$ cat config.mk
export PLATFORM = sky130hd
export DESIGN_NAME = fetch_queue
export DESIGN_NICKNAME = d
export VERILOG_FILES = /design/src/rtl/fetch_pkg.sv /design/src/rtl/fetch_fifo.sv /design/src/rtl/fetch_queue.sv
export SDC_FILE = /design/constraint.sdc
export NUM_CORES = 1
export LEC_CHECK = 0
export CORE_AREA = 2 2 203 205
export DETAILED_ROUTE_END_ITERATION = 16
export DIE_AREA = 0 0 205 207
export PLACE_DENSITY = 0.52
export SLEW_MARGIN = 30
export SYNTH_ARGS = -nofsm -noshare
export SYNTH_HDL_FRONTEND = slang
export SYNTH_HIERARCHICAL = 1
export SYNTH_SLANG_ARGS = --single-unit
$ cat constraint.sdc
create_clock -name clk -period 13.3 [get_ports clk]
set_input_delay 3.99 -clock clk [delete_from_list [all_inputs] [get_ports clk]]
set_output_delay 3.99 -clock clk [all_outputs]
set_load 0.02 [all_outputs]
$ cat src/rtl/fetch_pkg.sv
// -----------------------------------------------------------------------------
// fetch_pkg
// Shared types and constants for the fetch stage.
//   FETCH_XLEN    : default address/instruction width
//   INSTR_NOP     : instruction presented to decode when nothing is valid
//   fetch_entry_t : one queue entry, the fetched word together with its PC
//   align_pc()    : forces a redirect target onto a word boundary
// -----------------------------------------------------------------------------
package fetch_pkg;

    localparam int FETCH_XLEN = 32;

    localparam logic [FETCH_XLEN-1:0] INSTR_NOP = 32'h0000_0013;

    typedef struct packed {
        logic [FETCH_XLEN-1:0] pc;
        logic [FETCH_XLEN-1:0] instr;
    } fetch_entry_t;

    function automatic logic [FETCH_XLEN-1:0] align_pc(input logic [FETCH_XLEN-1:0] addr);
        return {addr[FETCH_XLEN-1:2], 2'b00};
    endfunction

endpackage

$ cat src/rtl/fetch_fifo.sv
// -----------------------------------------------------------------------------
// fetch_fifo
// Synchronous DEPTH-entry FIFO of fetch_entry_t. The head entry is readable
// combinationally so decode sees it in the cycle it becomes valid.
// Ports:
//   clk         : clock
//   srst_i      : synchronous active-high reset, empties the FIFO
//   clear_i     : synchronous flush (redirect); wins over push and pop
//   push_i      : write push_data_i at the tail
//   push_data_i : entry to write
//   pop_i       : remove the head entry
//   head_o      : current head entry
//   valid_o     : FIFO holds at least one entry
//   count_o     : number of occupied entries
// DEPTH must be a power of two so the pointers wrap naturally.
// -----------------------------------------------------------------------------
module fetch_fifo
    import fetch_pkg::*;
#(
    parameter int DEPTH = 4,
    localparam int AW   = $clog2(DEPTH),
    localparam int CW   = $clog2(DEPTH + 1)
) (
    input  logic          clk,
    input  logic          srst_i,
    input  logic          clear_i,
    input  logic          push_i,
    input  fetch_entry_t  push_data_i,
    input  logic          pop_i,
    output fetch_entry_t  head_o,
    output logic          valid_o,
    output logic [CW-1:0] count_o
);

    fetch_entry_t  mem_q [DEPTH];
    logic [AW-1:0] rd_ptr_q, rd_ptr_d;
    logic [AW-1:0] wr_ptr_q, wr_ptr_d;
    logic [CW-1:0] count_q, count_d;

    always_comb begin
        rd_ptr_d = rd_ptr_q;
        wr_ptr_d = wr_ptr_q;
        count_d  = count_q;
        if (clear_i) begin
            rd_ptr_d = '0;
            wr_ptr_d = '0;
            count_d  = '0;
        end else begin
            if (push_i) wr_ptr_d = wr_ptr_q + AW'(1);
            if (pop_i)  rd_ptr_d = rd_ptr_q + AW'(1);
            case ({push_i, pop_i})
                2'b10:   count_d = count_q + CW'(1);
                2'b01:   count_d = count_q - CW'(1);
                default: count_d = count_q;
            endcase
        end
    end

    always_ff @(posedge clk) begin
        if (srst_i) begin
            rd_ptr_q <= '0;
            wr_ptr_q <= '0;
            count_q  <= '0;
        end else begin
            rd_ptr_q <= rd_ptr_d;
            wr_ptr_q <= wr_ptr_d;
            count_q  <= count_d;
        end
    end

    // Storage carries no reset; occupancy is tracked by the pointers alone.
    always_ff @(posedge clk) begin
        if (push_i && !clear_i && !srst_i) begin
            mem_q[wr_ptr_q] <= push_data_i;
        end
    end

    assign head_o  = mem_q[rd_ptr_q];
    assign valid_o = (count_q != '0);
    assign count_o = count_q;

endmodule

$ cat src/rtl/fetch_queue.sv
// -----------------------------------------------------------------------------
// fetch_queue
// Fetch stage: owns PCF, issues reads to a 1-cycle-latency instruction BRAM and
// buffers returned words with their PCs so a decode stall does not freeze the
// BRAM address. A taken branch/jump from execute flushes everything in flight
// and refetches from the target in the same cycle.
// Ports:
//   clk, reset           : clock, synchronous active-high reset
//   RedirectE, PCTargetE : redirect request and target from execute
//   ReadyD               : decode accepts the head entry this cycle
//   ImemEn, ImemAddr     : BRAM read request
//   ImemRData            : BRAM data, valid the cycle after ImemEn
//   InstrValidD, InstrD, PCD, PCPlus4D : head entry presented to decode
//   CountQ               : occupied queue entries
// Optional feature (macro FETCH_BYPASS_EN): a response arriving at an empty
// queue is shown to decode combinationally, and if accepted is never written.
// XLEN must match fetch_pkg::FETCH_XLEN (the entry type is sized by it).
// -----------------------------------------------------------------------------
module fetch_queue
    import fetch_pkg::*;
#(
    parameter int              XLEN     = FETCH_XLEN,
    parameter int              DEPTH    = 4,
    parameter logic [XLEN-1:0] RESET_PC = '0
) (
    input  logic                       clk,
    input  logic                       reset,
    input  logic                       RedirectE,
    input  logic [XLEN-1:0]            PCTargetE,
    input  logic                       ReadyD,
    output logic                       ImemEn,
    output logic [XLEN-1:0]            ImemAddr,
    input  logic [XLEN-1:0]            ImemRData,
    output logic                       InstrValidD,
    output logic [XLEN-1:0]            InstrD,
    output logic [XLEN-1:0]            PCD,
    output logic [XLEN-1:0]            PCPlus4D,
    output logic [$clog2(DEPTH+1)-1:0] CountQ
);

    localparam int            CW        = $clog2(DEPTH + 1);
    localparam logic [CW:0]   DEPTH_LIM = (CW + 1)'(DEPTH);

    logic [XLEN-1:0] pcf_q, pcf_d;
    logic [XLEN-1:0] req_pc_q, req_pc_d;   // PC of the read currently in flight
    logic            inflight_q, inflight_d;

    fetch_entry_t    fifo_head, fifo_wdata, sel_entry;
    logic            fifo_valid, fifo_push, fifo_pop;
    logic [CW-1:0]   fifo_count;

    logic [XLEN-1:0] target;
    logic            kill, resp_ok, bypass, pop, issue;
    logic [CW:0]     occupancy;

    assign target = align_pc(PCTargetE);

    // With a 1-cycle BRAM the only stale word is the one returning in the
    // redirect cycle itself; the read issued in that cycle is the target's.
    assign kill    = inflight_q & RedirectE;
    assign resp_ok = inflight_q & ~kill;

`ifdef FETCH_BYPASS_EN
    assign bypass = resp_ok & ~fifo_valid;
`else
    assign bypass = 1'b0;
`endif

    assign InstrValidD = ~reset & (fifo_valid | bypass);
    assign pop         = InstrValidD & ReadyD;

    // Credit check counts entries held plus the word on its way back, so a
    // push into a full queue is impossible.
    assign occupancy = {1'b0, fifo_count} + {{CW{1'b0}}, inflight_q} - {{CW{1'b0}}, pop};
    // A redirect always refetches: the queue and the stale word are discarded.
    assign issue     = ~reset & (RedirectE | (occupancy < DEPTH_LIM));

    assign ImemAddr = RedirectE ? target : pcf_q;
    assign ImemEn   = issue;

    assign fifo_wdata = '{pc: req_pc_q, instr: ImemRData};
    assign fifo_push  = resp_ok & ~(bypass & ReadyD);
    assign fifo_pop   = fifo_valid & ReadyD & ~RedirectE;

    fetch_fifo #(
        .DEPTH (DEPTH)
    ) u_fifo (
        .clk         (clk),
        .srst_i      (reset),
        .clear_i     (RedirectE),
        .push_i      (fifo_push),
        .push_data_i (fifo_wdata),
        .pop_i       (fifo_pop),
        .head_o      (fifo_head),
        .valid_o     (fifo_valid),
        .count_o     (fifo_count)
    );

    assign sel_entry = bypass ? fifo_wdata : fifo_head;
    assign InstrD    = InstrValidD ? sel_entry.instr : INSTR_NOP;
    assign PCD       = sel_entry.pc;
    assign PCPlus4D  = PCD + XLEN'(4);
    assign CountQ    = fifo_count;

    always_comb begin
        pcf_d      = pcf_q;
        req_pc_d   = req_pc_q;
        inflight_d = issue;
        if (issue) begin
            pcf_d    = ImemAddr + XLEN'(4);
            req_pc_d = ImemAddr;
        end else if (RedirectE) begin
            pcf_d = target;
        end
    end

    always_ff @(posedge clk) begin
        if (reset) begin
            pcf_q      <= RESET_PC;
            req_pc_q   <= '0;
            inflight_q <= 1'b0;
        end else begin
            pcf_q      <= pcf_d;
            req_pc_q   <= req_pc_d;
            inflight_q <= inflight_d;
        end
    end

endmodule

== After elaboration in Yosys (flattened, before gate mapping) ==
Memories as Yosys holds them, arrays and structs flattened. A register that Yosys moved wholly into a read port is not among the register bits.
Index checks and enable logic that the tools add are counted.

* Flip-flop bits (word level): 72
* Latch bits: 0
* Memory bits (writable): 256
* Bits in read-only memories: 0
* Logic and storage cells: 44
* Memories kept: 1

* Add/sub/neg operators: 8
* $mul: 0
* Div/mod/pow operators: 0
* Order comparisons: 1
* Equality and inequality tests: 2
* Shift operators: 0
* Mux-type cells: 8
* Bitwise gates (word level): 11
* Reduce and logical (&&, ||, !) cells: 7

{| class="wikitable"
|+ Memories
! memory !! depth !! bits a word !! rd ports !! clocked after Yosys merged registers in !! write ports !! line !! source
|-
| u_fifo.mem_q || 4 || 64 || 1 || 1 || 1 || fetch_fifo.sv:35 || <nowiki>fetch_entry_t mem_q [DEPTH];</nowiki>
|}

{| class="wikitable"
|+ Operator list
! operator !! number
|-
| 2-to-1 mux 32 bit || 3
|-
| adder 32 x 3 -> 32 bit (second input constant) || 2
|-
| AND 1 bit || 7
|-
| one-hot mux 3 bit (2 select lines) || 1
|-
| adder 2 x 1 -> 2 bit (second input constant) || 2
|-
| adder 3 x 1 -> 4 bit || 1
|-
| less-than comparator 4 x 3 -> 1 bit (second input constant) || 1
|-
| 2-to-1 mux 2 bit || 2
|-
| subtractor 4 x 1 -> 4 bit || 1
|-
| adder 3 x 1 -> 3 bit (second input constant) || 1
|-
| inverter 1 bit || 3
|-
| nonzero test 3 bit || 1
|-
| subtractor 3 x 1 -> 3 bit (second input constant) || 1
|-
| equality test 2 x 1 -> 1 bit (second input constant) || 1
|-
| equality test 2 bit (second input constant) || 1
|-
| logical AND 1 bit || 2
|-
| zero test 1 bit || 2
|-
| 2-to-1 mux 1 bit || 2
|-
| nonzero test 2 bit || 1
|-
| OR reduction 2 bit || 1
|-
| OR 1 bit || 1
|}

== Depth between registers and ports, before layout ==
Gate-level depths: netlist of run 1.

* Depth in word-level cells: 8
* Mapped depth: 14
* Mapped depth without buffers: 11

== Modules after synthesis ==
The synthesis of run 1 kept the hierarchy.

{| class="wikitable"
|+ Modules (own cells, without submodules)
! module !! instances !! cells an instance !! area an instance (um2) !! sequential area each (um2)
|-
| fetch_fifo || 1 || 378 || 9,739.3 || 7,867.5
|-
| fetch_queue || 1 || 534 || 4,197.8 || 1,301.2
|}

== Worst setup path after synthesis of run 1 ==
Ideal clock, no wire load.

* Path type: input -> output
* Start: input reset
* End: output ImemEn
* Data arrival time: 6.606 ns
* Data required time: 9.310 ns
* Path slack: 2.704 ns
* Stages on the path: 13
* Buffers on the path: 4
* Path through: clkbuf_1 > nor2b_1 > clkbuf_1 > and2_1 > ha_1 > inv_1 > ha_1 > and3b_1 > o211ai_1 > and2_1 > clkbuf_1 > clkbuf_1 > nor2_1

* Cells in the longest elaborated chain, start to end: 7

{| class="wikitable"
|+ RTL lines
! item !! line !! source
|-
| from (decl) || fetch_queue.sv:27 || <nowiki>input logic reset,</nowiki>
|-
| inverter 1 bit * || fetch_queue.sv:69, fetch_queue.sv:76 ||
|-
| AND 1 bit || fetch_queue.sv:69 || <nowiki>assign InstrValidD = ~reset & (fifo_valid | bypass);</nowiki>
|-
| AND 1 bit || fetch_queue.sv:70 || <nowiki>assign pop = InstrValidD & ReadyD;</nowiki>
|-
| subtractor 4 x 1 -> 4 bit || fetch_queue.sv:74 || <nowiki>assign occupancy = {1'b0, fifo_count} + {{CW{1'b0}}, inflight_q} - {{CW{1'b0}}, pop};</nowiki>
|-
| less-than comparator 4 x 3 -> 1 bit || fetch_queue.sv:76 || <nowiki>assign issue = ~reset & (RedirectE | (occupancy < DEPTH_LIM));</nowiki>
|-
| OR 1 bit || fetch_queue.sv:76 ||
|-
| AND 1 bit * || fetch_queue.sv:76 ||
|-
| to (decl) || fetch_queue.sv:31 || <nowiki>output logic ImemEn,</nowiki>
|}

Mark *: on every way between the ends. The rest lies on a longest branch, timed or not.

== Final worst setup path of run 1 ==
* Start: input ReadyD
* End: output ImemEn

* Cells in the longest elaborated chain, start to end: 5

{| class="wikitable"
|+ RTL lines
! item !! line !! source
|-
| from (decl) || fetch_queue.sv:30 || <nowiki>input logic ReadyD,</nowiki>
|-
| AND 1 bit || fetch_queue.sv:70 ||
|-
| subtractor 4 x 1 -> 4 bit || fetch_queue.sv:74 ||
|-
| less-than comparator 4 x 3 -> 1 bit || fetch_queue.sv:76 ||
|-
| OR 1 bit || fetch_queue.sv:76 ||
|-
| AND 1 bit || fetch_queue.sv:76 ||
|}

No other way between the ends.

==> results of run 1 <==
==> state kept, by name, summed over array words and instances (netlist names), named ones only <==
signal,count
u_fifo/mem_q,256
inflight_q,1
u_fifo/rd_ptr_q,2
u_fifo/wr_ptr_q,2
req_pc_q,32
u_fifo/count_o,3
pcf_q,32
==> path summary, 6_finish.rpt <==
path | from | end | slack (ns) | cells past startpoint
hold reg to reg | pcf_q[0] | pcf_q[0] | 0.48 | 1
setup / recovery | ReadyD | ImemEn | 2.22 | 10
setup reg to reg | u_fifo/count_o[1] | pcf_q[3] | 10.08 | 11
hold / removal | pcf_q[0] | pcf_q[0] | 0.48 | 1
==> routing by layer <==
metal / part of all wire [%] / wire, µm / up-vias
met2: 45 / 15000 / 226
met5: 0 / 0 / -
met1: 48 / 16000 / 4161
met4: 1.7 / 561 / 0
met3: 5.2 / 1740 / 44
li1: - / - / 3911
==> final cells by class <==
class	count	area (µm²)
clock inverters	16	134
inverters	29	109
flip-flops and latches	330	9180
fillers	3707	22800
clock buffers	54	1080
multi-input cells	503	4350
well taps	532	666
repair buffers	209	2060
==> logic make-up (layout without fill, tap and decap cells) <==
logic type	Yosys count	after routing	share of synthesized area (%)
flops	330	330	65.8
simple gates	286	286	10.9
mux	101	101	13.3
buf+inv	79	308	3.20
compound gates	65	65	3.28
xor+xnor	40	40	2.51
fa+ha+maj	11	11	1.04
==> synth_stat cells, drive strengths merged (10+ instances only) <==
master | instances | area [µm²]
nand3 | 30 | 150
a21oi | 13 | 65.1
inv | 29 | 109
xnor2 | 30 | 263
and4 | 10 | 87.6
nand2 | 27 | 101
ha | 10 | 125
buf | 27 | 250
a211oi | 18 | 135
and3 | 13 | 81.3
dfxtp | 74 | 1480
nand4 | 20 | 125
mux2i | 20 | 200
edfxtp | 256 | 7690
mux2 | 17 | 195
nand3b | 10 | 87.6
xor2 | 10 | 87.6
clkbuf | 23 | 87.6
mux4 | 64 | 1460
nor3 | 37 | 185
nor2 | 77 | 289
and2 | 35 | 219
==> critical path: cells and delay by family <==
| kind | cells | cell delay [ns] |
|---|---|---|
| buffers and inverters | 3 | 1.12 |
| and+or+nand+nor | 4 | 1.11 |
| AOI/OAI and AO/OA | 1 | 0.46 |
| adders and majority gates | 2 | 0.40 |
==> cell usage in the layout (no fill, tap or decap), drive strengths merged, types with 6 or more instances in the layout <==
cell type      netlist  routed
dfxtp               74      74
nor2                77      77
and4                10      10
clkbuf              23      55
nand4b               6       6
nand3b              10      10
nand4               20      20
a21oi               13      13
xor2                10      10
mux4                64      64
ha                  10      10
a31oi                7       7
and3                13      13
xnor2               30      30
inv                 29      29
mux2i               20      20
nand2               27      27
clkinv               0      11
nand3               30      30
buf                 27      12
clkdlybuf4s50        0     196
nor3                37      37
edfxtp             256     256
and2                35      35
mux2                17      17
a211oi              18      18
==> power by group through the flow <==
stage               Clock, W  Sequential [W]  Combinational, W
finish              0.000996         0.00114          0.000143
detailed placement         0         0.00116          0.000144
floorplan                  0         0.00116         0.0000748
global route         0.00107         0.00115          0.000156
CTS                  0.00103         0.00114          0.000144
global placement           0         0.00116          0.000143
==> metrics by stage <==
stage | setup slack (ns) | hold WS (ns) | instances | instance area (µm²) | total power [W]
after floorplan | 2.70 | 0.459 | 912 | 13900 | 0.00123
after global placement | 2.28 | 0.478 | 1602 | 16300 | 0.00131
after detailed placement | 2.21 | 0.480 | 1602 | 16400 | 0.00131
after CTS | 2.20 | 0.488 | 1672 | 17600 | 0.00232
after global routing | 2.00 | 0.511 | 1673 | 17600 | 0.00237
final | 2.22 | 0.482 | 1673 | 17600 | 0.00228
==> flow_summary.rst, run 1 <==
.. list-table::
   :header-rows: 1

   * - Metric
     - Value
   * - Period minus WS final
     - 11.08 ns
   * - Vias per cell
     - 4.99
   * - Total leakage power
     - 5.94 nW
   * - Top flip-flop cell by instance count after synthesis
     - edfxtp_1
   * - Sinks on Clock Net
     - 330
   * - Max-cap violations
     - 0
   * - Sequential share of power
     - 50.1%
   * - HPWL after DPL
     - 21700 µm
   * - Final-layout setup total negative slack
     - 0 ns
   * - Remaining routing DRC violations
     - 0
   * - Detail Route Antenna Nets
     - 0
   * - Width of the die
     - 205 µm
   * - Number of buffers between clock root and the deepest sink
     - 3
   * - Logic gate share of total power
     - 6.2%
   * - Library cells used by synthesis
     - 60
   * - Setup CP Type
     - primary input to output port
   * - Worst EP arrival
     - 7.09 ns
   * - Required time of the critical path
     - 9.31 ns
   * - Most congested layer reported by global routing
     - met2
   * - Result of the run
     - finished clean
   * - Internal power
     - 0.00178 W
   * - Average cell area after synthesis
     - 15.3 µm²
   * - TritonCTS Buffers
     - 38
   * - CTS-repair resized insts
     - 0
   * - Final core utilization
     - 43.5%
   * - Total congestion overflow after global routing
     - 0
   * - Post-synthesis sequential area ratio
     - 65.8%
   * - Total global routing track utilization
     - 15.9%
   * - Clock network fraction of total power
     - 43.7%
   * - Synth async-reset ratio
     - 0%
   * - GR Util met2
     - 24.7%
   * - Number of placement rows
     - 74
   * - Initial standard-cell utilization of the core
     - 34.5%
   * - IO Pins
     - 201
   * - Clk Latency, worst-skew pair
     - 0.54 ns
   * - Count of TritonRoute iterations in the first routing pass
     - 5
   * - Antenna violations before repair
     - 0
   * - Peak clock frequency supported by timing
     - 0.0903 GHz
   * - YS warnings
     - 6
   * - Crit-path slowest cell
     - and2_1
   * - Fraction of layout cells with a size suffix above 1
     - 13.6%
   * - Post-synth EDFFs
     - 256
   * - RSZ-0062 raised after global routing
     - false
   * - Count of H-tree levels built during CTS
     - 2
   * - Final count of hold timing violations
     - 0
   * - Sw Share
     - 22.0%
   * - Final slew viol count
     - 0
   * - Met1 routing resource usage after global routing
     - 23.0%
   * - Diodes inserted
     - 0
   * - Maximum number of pins on one net before global-route repair
     - 68
   * - Starting DRT DRC Count
     - 514
   * - Area of the mapped netlist
     - 0.0139 mm²
   * - Post-CTS Hold Fix Bufs
     - 0
   * - CTS Root Cell
     - clkbuf_16
   * - Largest clock skew in the final design
     - 0.0171 ns
   * - Normalized max-slew margin
     - 41.3%
   * - Count of nets after finishing
     - 1190
   * - Cell count after synthesis
     - 912
   * - Net count of the mapped netlist
     - 991
   * - Post-synthesis register bit count
     - 330
   * - Die Y-Extent
     - 207 µm
   * - Wire length of the first global-routing pass
     - 51400 µm
   * - Largest stage delay on the critical path
     - 0.61 ns
   * - Area growth from synthesis to final layout
     - 26.1%
   * - Worst path cell trace
     - clkdlybuf4s50_1, and2_1, ha_1, inv_1, ha_1, and3b_1, o211ai_1, and2_1, nor2_1, clkdlybuf4s50_1
   * - Via total after detailed routing
     - 8342
   * - Post-CTS clock slew at the launch and capture registers of the worst setup and hold paths
     - 0.05 ns
   * - Die area
     - 0.0424 mm²
   * - Placeable core region
     - 0.0404 mm²
   * - Clock tree from TritonCTS
     - built
   * - Setup-failing EPs final
     - 0
   * - Port Buffer Count
     - 198
   * - Weighted congestion reported at the end of routability-driven placement
     - 0.761
   * - Critical Path Sink Type
     - output port
   * - Maximum resistive drop on vdd
     - 0.0816 mV
   * - Total detailed-routing wirelength
     - 33300 µm
   * - Vias in the first global route
     - 8585
   * - Pin slew with the least headroom to its limit
     - 0.881 ns
   * - Worst Path Max Fanout
     - 17
   * - Post-CTS setup repair buffer count
     - 0
   * - Switching power
     - 0.000502 W
   * - Met3 track demand over resource in global routing
     - 3.04%
   * - Period Utilization, post-route
     - 83.3%
   * - Hold crit path type
     - flip-flop to flip-flop
   * - Power density over cell area
     - 130 mW/mm²
   * - Kind of start point of the critical path
     - primary input
   * - Routed len/inst
     - 19.9 µm
Note: power is estimated with default switching activity, not from simulation.
==> inputs of run 2 (changes only) <==
PLACE_DENSITY = 0.54   (was 0.52)
clock period = 9.65 ns   (was 13.3 ns; I/O delays follow)
==> run 2 against run 1 <==
Effect of this change: worst hold slack better by 0.0057 ns; sequential share of layout area decreased by 0.42 points; sequential cell count did not move; first-iteration DRC count shrank 20%; non-clock buffer count increased by 4; register-to-register slack lost 3.6 ns; final cell count rose by 0.24%; power grew 41%; routed wire length decreased by 0.37%; largest cell class unchanged; largest power group unchanged.
==> flow_summary.rst, run 2 (synthesis results as in run 1) <==
.. list-table::
   :header-rows: 1

   * - Metric
     - Value
   * - Vias per cell
     - 4.96
   * - Setup CP Type
     - primary input to output port
   * - Clk Latency, worst-skew pair
     - 0.53 ns
   * - Kind of start point of the critical path
     - primary input
   * - Number of fill cells
     - 3666
   * - Remaining routing DRC violations
     - 0
   * - Result of the run
     - finished clean
   * - Worst Path Max Fanout
     - 7
   * - CTS-repair resized insts
     - 0
   * - Peak clock frequency supported by timing
     - 0.121 GHz
   * - Crit-path slowest cell
     - clkdlybuf4s50_1
   * - HPWL after DPL
     - 21500 µm
   * - Worst EP arrival
     - 5.34 ns
   * - Hold crit path type
     - flip-flop to flip-flop
   * - RSZ-0062 raised after global routing
     - false
   * - Period Utilization, post-route
     - 85.3%
   * - Max-cap violations
     - 0
   * - Sinks on Clock Net
     - 330
   * - Detail Route Antenna Nets
     - 0
   * - Vias in the first global route
     - 8454
   * - Clock tree from TritonCTS
     - built
   * - Post-CTS clock slew at the launch and capture registers of the worst setup and hold paths
     - 0.05 ns
   * - Diodes inserted
     - 0
   * - Wire length of the first global-routing pass
     - 51000 µm
   * - Port Buffer Count
     - 198
   * - Via total after detailed routing
     - 8321
   * - Commonest non-fill, non-tap cells in the layout
     - edfxtp_1 (256), clkdlybuf4s50_1 (196), nor2_1 (77), dfxtp_1 (72), mux4_2 (60)
   * - Largest registers in the final layout
     - u_fifo/mem_q x256, pcf_q x32, req_pc_q x32
   * - Area growth from synthesis to final layout
     - 27.1%
   * - Initial standard-cell utilization of the core
     - 34.5%
   * - Width of the die
     - 205 µm
   * - Total congestion overflow after global routing
     - 0
   * - Antenna violations before repair
     - 0
   * - Total Power Consumption
     - 0.00323 W
   * - Area occupied by multi-input gates
     - 0.00435 mm²
   * - Starting DRT DRC Count
     - 409
   * - Maximum resistive drop on vdd
     - 0.101 mV
   * - Total leakage power
     - 6.00 nW
   * - Pre-CTS setup slack
     - 1.39 ns
   * - Post-CTS Hold Fix Bufs
     - 0
   * - Post-CTS setup repair buffer count
     - 0
   * - Count of nets after finishing
     - 1194
   * - Routed len/inst
     - 19.8 µm
   * - Die area
     - 0.0424 mm²
   * - Largest clock skew in the final design
     - 0.0201 ns
   * - Max reg flops
     - 256
   * - Critical Path Sink Type
     - output port
   * - Final count of hold timing violations
     - 0
   * - Normalized max-slew margin
     - 40.4%
   * - Count of H-tree levels built during CTS
     - 2
   * - Final slew viol count
     - 0
   * - Fraction of layout cells with a size suffix above 1
     - 13.8%
   * - IO Pins
     - 201
   * - Largest stage delay on the critical path
     - 0.63 ns
   * - Count of TritonRoute iterations in the first routing pass
     - 4
   * - Total global routing track utilization
     - 15.6%
   * - Final setup margin
     - 1.41 ns
   * - Total detailed-routing wirelength
     - 33200 µm
   * - Pin slew with the least headroom to its limit
     - 0.895 ns
   * - Power density over cell area
     - 182 mW/mm²
   * - Period minus WS final
     - 8.24 ns
   * - Maximum number of pins on one net before global-route repair
     - 71
   * - Footprint of the flip-flops and latches
     - 0.00918 mm²
   * - CTS Root Cell
     - clkbuf_16
   * - Most flops, register
     - u_fifo/mem_q
   * - Worst path cell trace
     - clkdlybuf4s50_1, and2_1, ha_1, inv_1, ha_1, and3b_1, o211ai_1, buf_4, and2_1, nor2_1, clkdlybuf4s50_1
   * - Weighted congestion reported at the end of routability-driven placement
     - 0.766
   * - Number of placement rows
     - 74
   * - Die Y-Extent
     - 207 µm
   * - Final-layout setup total negative slack
     - 0 ns
   * - Required time of the critical path
     - 6.76 ns
   * - Most common library cell in the layout ignoring fill and taps
     - edfxtp_1
   * - TritonCTS Buffers
     - 38
   * - Number of buffers between clock root and the deepest sink
     - 3
   * - Setup-failing EPs final
     - 0
   * - Placeable core region
     - 0.0404 mm²
run 2: path summary, 6_finish.rpt:
check	to	slack [ns]	startpoint	depth (start not counted)
worst max register to register	pcf_q[22]	6.49	u_fifo/count_o[1]	11
worst min-delay path	pcf_q[1]	0.49	pcf_q[1]	1
worst min register to register	pcf_q[1]	0.49	pcf_q[1]	1
worst max-delay path	ImemEn	1.41	ReadyD	11
run 2: power breakdown:
part	switching [W]	internal (W)	total, W
combinational	0.000106	0.0000912	0.000197
clock	0.000567	0.000888	0.00145
sequential	0.0000204	0.00155	0.00157
total	0.000693	0.00253	0.00323
run 2: metal layers:
layer,vias to the layer above,global-route usage [%],wire (µm)
met3,46,3.13,1820
met4,0,4.04,646
li1,3930,-,-
met2,220,24.0,14900
met5,-,0,0
met1,4125,22.7,15800
run 2: worst max-delay path, delay by kind of cell:
kind,cells,cell delay [ns]
compound gates,1,0.09
fa+ha+maj,2,0.41
simple gates,4,0.62
buf+inv,4,1.31
run 2: cell type report:
class                      count  area share, %
clock buffer                  48           5.76
clock inverter                22           1.47
inverter                      29          0.614
multi-input combinational    503           24.6
sequential                   330           51.8
tap                          532           3.76
timing repair buffer         213           12.0
run 2: stage by stage:
stage,hold slack [ns],utilization (%),std cells,instance area [µm²]
floorplan,0.459,-,912,13900
global placement,0.475,40.5,1604,16400
detailed placement,0.484,40.6,1605,16400
CTS,0.491,43.8,1675,17700
global route,0.504,43.9,1677,17700
finish,0.488,43.9,1677,17700
==> inputs of run 3 (changes only) <==
PLACE_DENSITY = unset   (was 0.54)
PLACE_DENSITY_LB_ADDON = 0.3   (was unset)
==> run 3 against run 2 <==
Effect of this change: count of clock-buffer cells in the layout unchanged; sequential power about the same; worst hold slack got worse by 0.0058 ns; routed wire length decreased by 0.96%; highest routed layer unchanged.
==> flow_summary.rst, run 3 (synthesis results as in run 1) <==
.. list-table::
   :header-rows: 1

   * - Metric
     - Value
   * - Sinks on Clock Net
     - 330
   * - Final-layout setup total negative slack
     - 0 ns
   * - TritonCTS Buffers
     - 37
   * - Via total after detailed routing
     - 8348
   * - Buffer and inverter count on the worst path
     - 3
   * - Number of buffers between clock root and the deepest sink
     - 3
   * - Area growth from synthesis to final layout
     - 27.0%
   * - Weighted congestion reported at the end of routability-driven placement
     - 0.782
   * - Post-CTS clock slew at the launch and capture registers of the worst setup and hold paths
     - 0.06 ns
   * - Crit-path slowest cell
     - clkdlybuf4s50_1
   * - Die Y-Extent
     - 207 µm
   * - Clock tree from TritonCTS
     - built
   * - Antenna violations before repair
     - 2
   * - Peak clock frequency supported by timing
     - 0.119 GHz
   * - Critical register-to-register path endpoint
     - pcf_q[30]
   * - Sw Share
     - 21.9%
   * - Pin slew with the least headroom to its limit
     - 0.773 ns
   * - Max-cap violations
     - 0
   * - Wire length of the first global-routing pass
     - 50200 µm
   * - Critical Path Sink Type
     - output port
   * - Min-delay src
     - pcf_q[0]
   * - Fraction of layout cells with a size suffix above 1
     - 13.7%
   * - Placeable core region
     - 0.0404 mm²
   * - Worst EP arrival
     - 5.48 ns
   * - Switching power
     - 0.000686 W
   * - Reg-to-reg slack, setup
     - 6.43 ns
   * - Clk Latency, worst-skew pair
     - 0.52 ns
   * - Setup CP Type
     - primary input to output port
   * - CTS Root Cell
     - clkbuf_16
   * - Detail Route Antenna Nets
     - 0
   * - Kind of cell adding the most delay to the critical path
     - buffers and inverters
   * - Clock network fraction of total power
     - 43.2%
   * - CTS-repair resized insts
     - 0
   * - Worst path cell trace
     - clkdlybuf4s50_1, and2_1, ha_1, inv_1, ha_1, and3b_1, o211ai_1, and2_1, nor2_1, clkdlybuf4s50_1
   * - Sequential share of power
     - 50.4%
   * - Final hold slack
     - 0.482 ns
   * - Count of nets after finishing
     - 1197
   * - Post-CTS Hold Fix Bufs
     - 0
   * - IO Pins
     - 201
   * - Maximum number of pins on one net before global-route repair
     - 70
   * - Required time of the critical path
     - 6.76 ns
   * - Commonest non-fill, non-tap cells in the layout
     - edfxtp_1 (256), clkdlybuf4s50_1 (196), nor2_1 (77), dfxtp_1 (72), mux4_2 (60)
   * - HPWL after DPL
     - 22300 µm
   * - Largest stage delay on the critical path
     - 0.56 ns
   * - Count of cells along the worst hold path
     - 1
   * - RSZ-0062 raised after global routing
     - false
   * - Routed len/inst
     - 19.6 µm
   * - Period Utilization, post-route
     - 86.7%
   * - Die area
     - 0.0424 mm²
   * - Total congestion overflow after global routing
     - 0
   * - Period minus WS final
     - 8.37 ns
   * - Largest registers in the final layout
     - u_fifo/mem_q x256, pcf_q x32, req_pc_q x32
   * - Worst Path Max Fanout
     - 7
   * - Post-CTS setup repair buffer count
     - 0
   * - Width of the die
     - 205 µm
   * - Kind of start point of the critical path
     - primary input
   * - Count of TritonRoute iterations in the first routing pass
     - 5
   * - Max reg flops
     - 256
   * - Most flops, register
     - u_fifo/mem_q
   * - Power density over cell area
     - 176 mW/mm²
   * - Vias in the first global route
     - 8381
   * - Most common library cell in the layout ignoring fill and taps
     - edfxtp_1
   * - Maximum resistive drop on vdd
     - 0.0816 mV
   * - Number of placement rows
     - 74
   * - Setup-failing EPs final
     - 0
   * - Vias per cell
     - 4.98
   * - Final count of hold timing violations
     - 0
   * - Initial standard-cell utilization of the core
     - 34.5%
   * - Largest clock skew in the final design
     - 0.0180 ns
   * - Final slew viol count
     - 0
   * - Total global routing track utilization
     - 15.4%
   * - Result of the run
     - finished clean
   * - Total leakage power
     - 5.98 nW
   * - Starting DRT DRC Count
     - 481
   * - Number of fill cells
     - 3701
   * - Port Buffer Count
     - 198
   * - Count of H-tree levels built during CTS
     - 2
   * - Diodes inserted
     - 0
   * - Total detailed-routing wirelength
     - 32800 µm
   * - Depth of the worst register-to-register path
     - 11
   * - Remaining routing DRC violations
     - 0
   * - Worst hold path endpoint
     - pcf_q[0]
   * - Hold crit path type
     - flip-flop to flip-flop
   * - Launching point of the worst reg2reg path
     - u_fifo/count_o[1]
   * - Normalized max-slew margin
     - 48.1%
   * - Logic gate share of total power
     - 6.3%
   * - Internal power
     - 0.00244 W
## run 3: cell count changes in the layout (fill, tap and decap cells not counted), moves of 2 or more
cell        before  now
buf_12           3    9
buf_6            3    0
bufinv_16        5    2
clkinv_2         5    2
clkinvlp_4       2    4
## run 3: worst max path at each step
stage / start / endpoint / slack, ns / cells past startpoint
finish: ReadyD / ImemEn / 1.28 / 10
global placement: ReadyD / ImemEn / 1.32 / 10
global route: ReadyD / ImemEn / 1.06 / 10
detailed placement: ReadyD / ImemEn / 1.26 / 10
floorplan: reset / ImemEn / 1.24 / 13
CTS: ReadyD / ImemEn / 1.26 / 10
## run 3: metrics by stage
step                instance area (µm²)  worst slack [ns]  utilization [%]  std cells  total power (W)
floorplan                         13900              1.24                -        912          0.00170
finish                            17700              1.28             43.9       1677          0.00312
CTS                               17700              1.26             43.8       1675          0.00317
detailed placement                16500              1.26             40.9       1609          0.00180
global route                      17700              1.06             43.9       1677          0.00324
global placement                  16300              1.32             40.5       1601          0.00180
## run 3: cell type report
cell class	count	area [µm²]	share of cell area, %
inverters	29	109	0.615
clock buffers	48	998	5.64
flip-flops and latches	330	9180	51.8
multi-input cells	503	4350	24.6
repair buffers	217	2220	12.6
well taps	532	666	3.76
clock inverters	18	181	1.02
## run 3: metal layers
metal,part of all wire [%],track usage [%],vias up
li1,-,-,3931
met1,47,22.1,4112
met2,45,23.9,258
met3,5.9,2.96,47
met4,1.7,3.85,0
met5,0,0,-
## run 3: power groups by stage
stage	sequential (W)	clock, W	combinational [W]
5_1_grt	0.00158	0.00145	0.000215
3_3_place_gp	0.00160	0	0.000195
3_5_place_dp	0.00161	0	0.000198
4_1_cts	0.00158	0.00139	0.000199
6_report	0.00158	0.00135	0.000198
2_1_floorplan	0.00160	0	0.000103
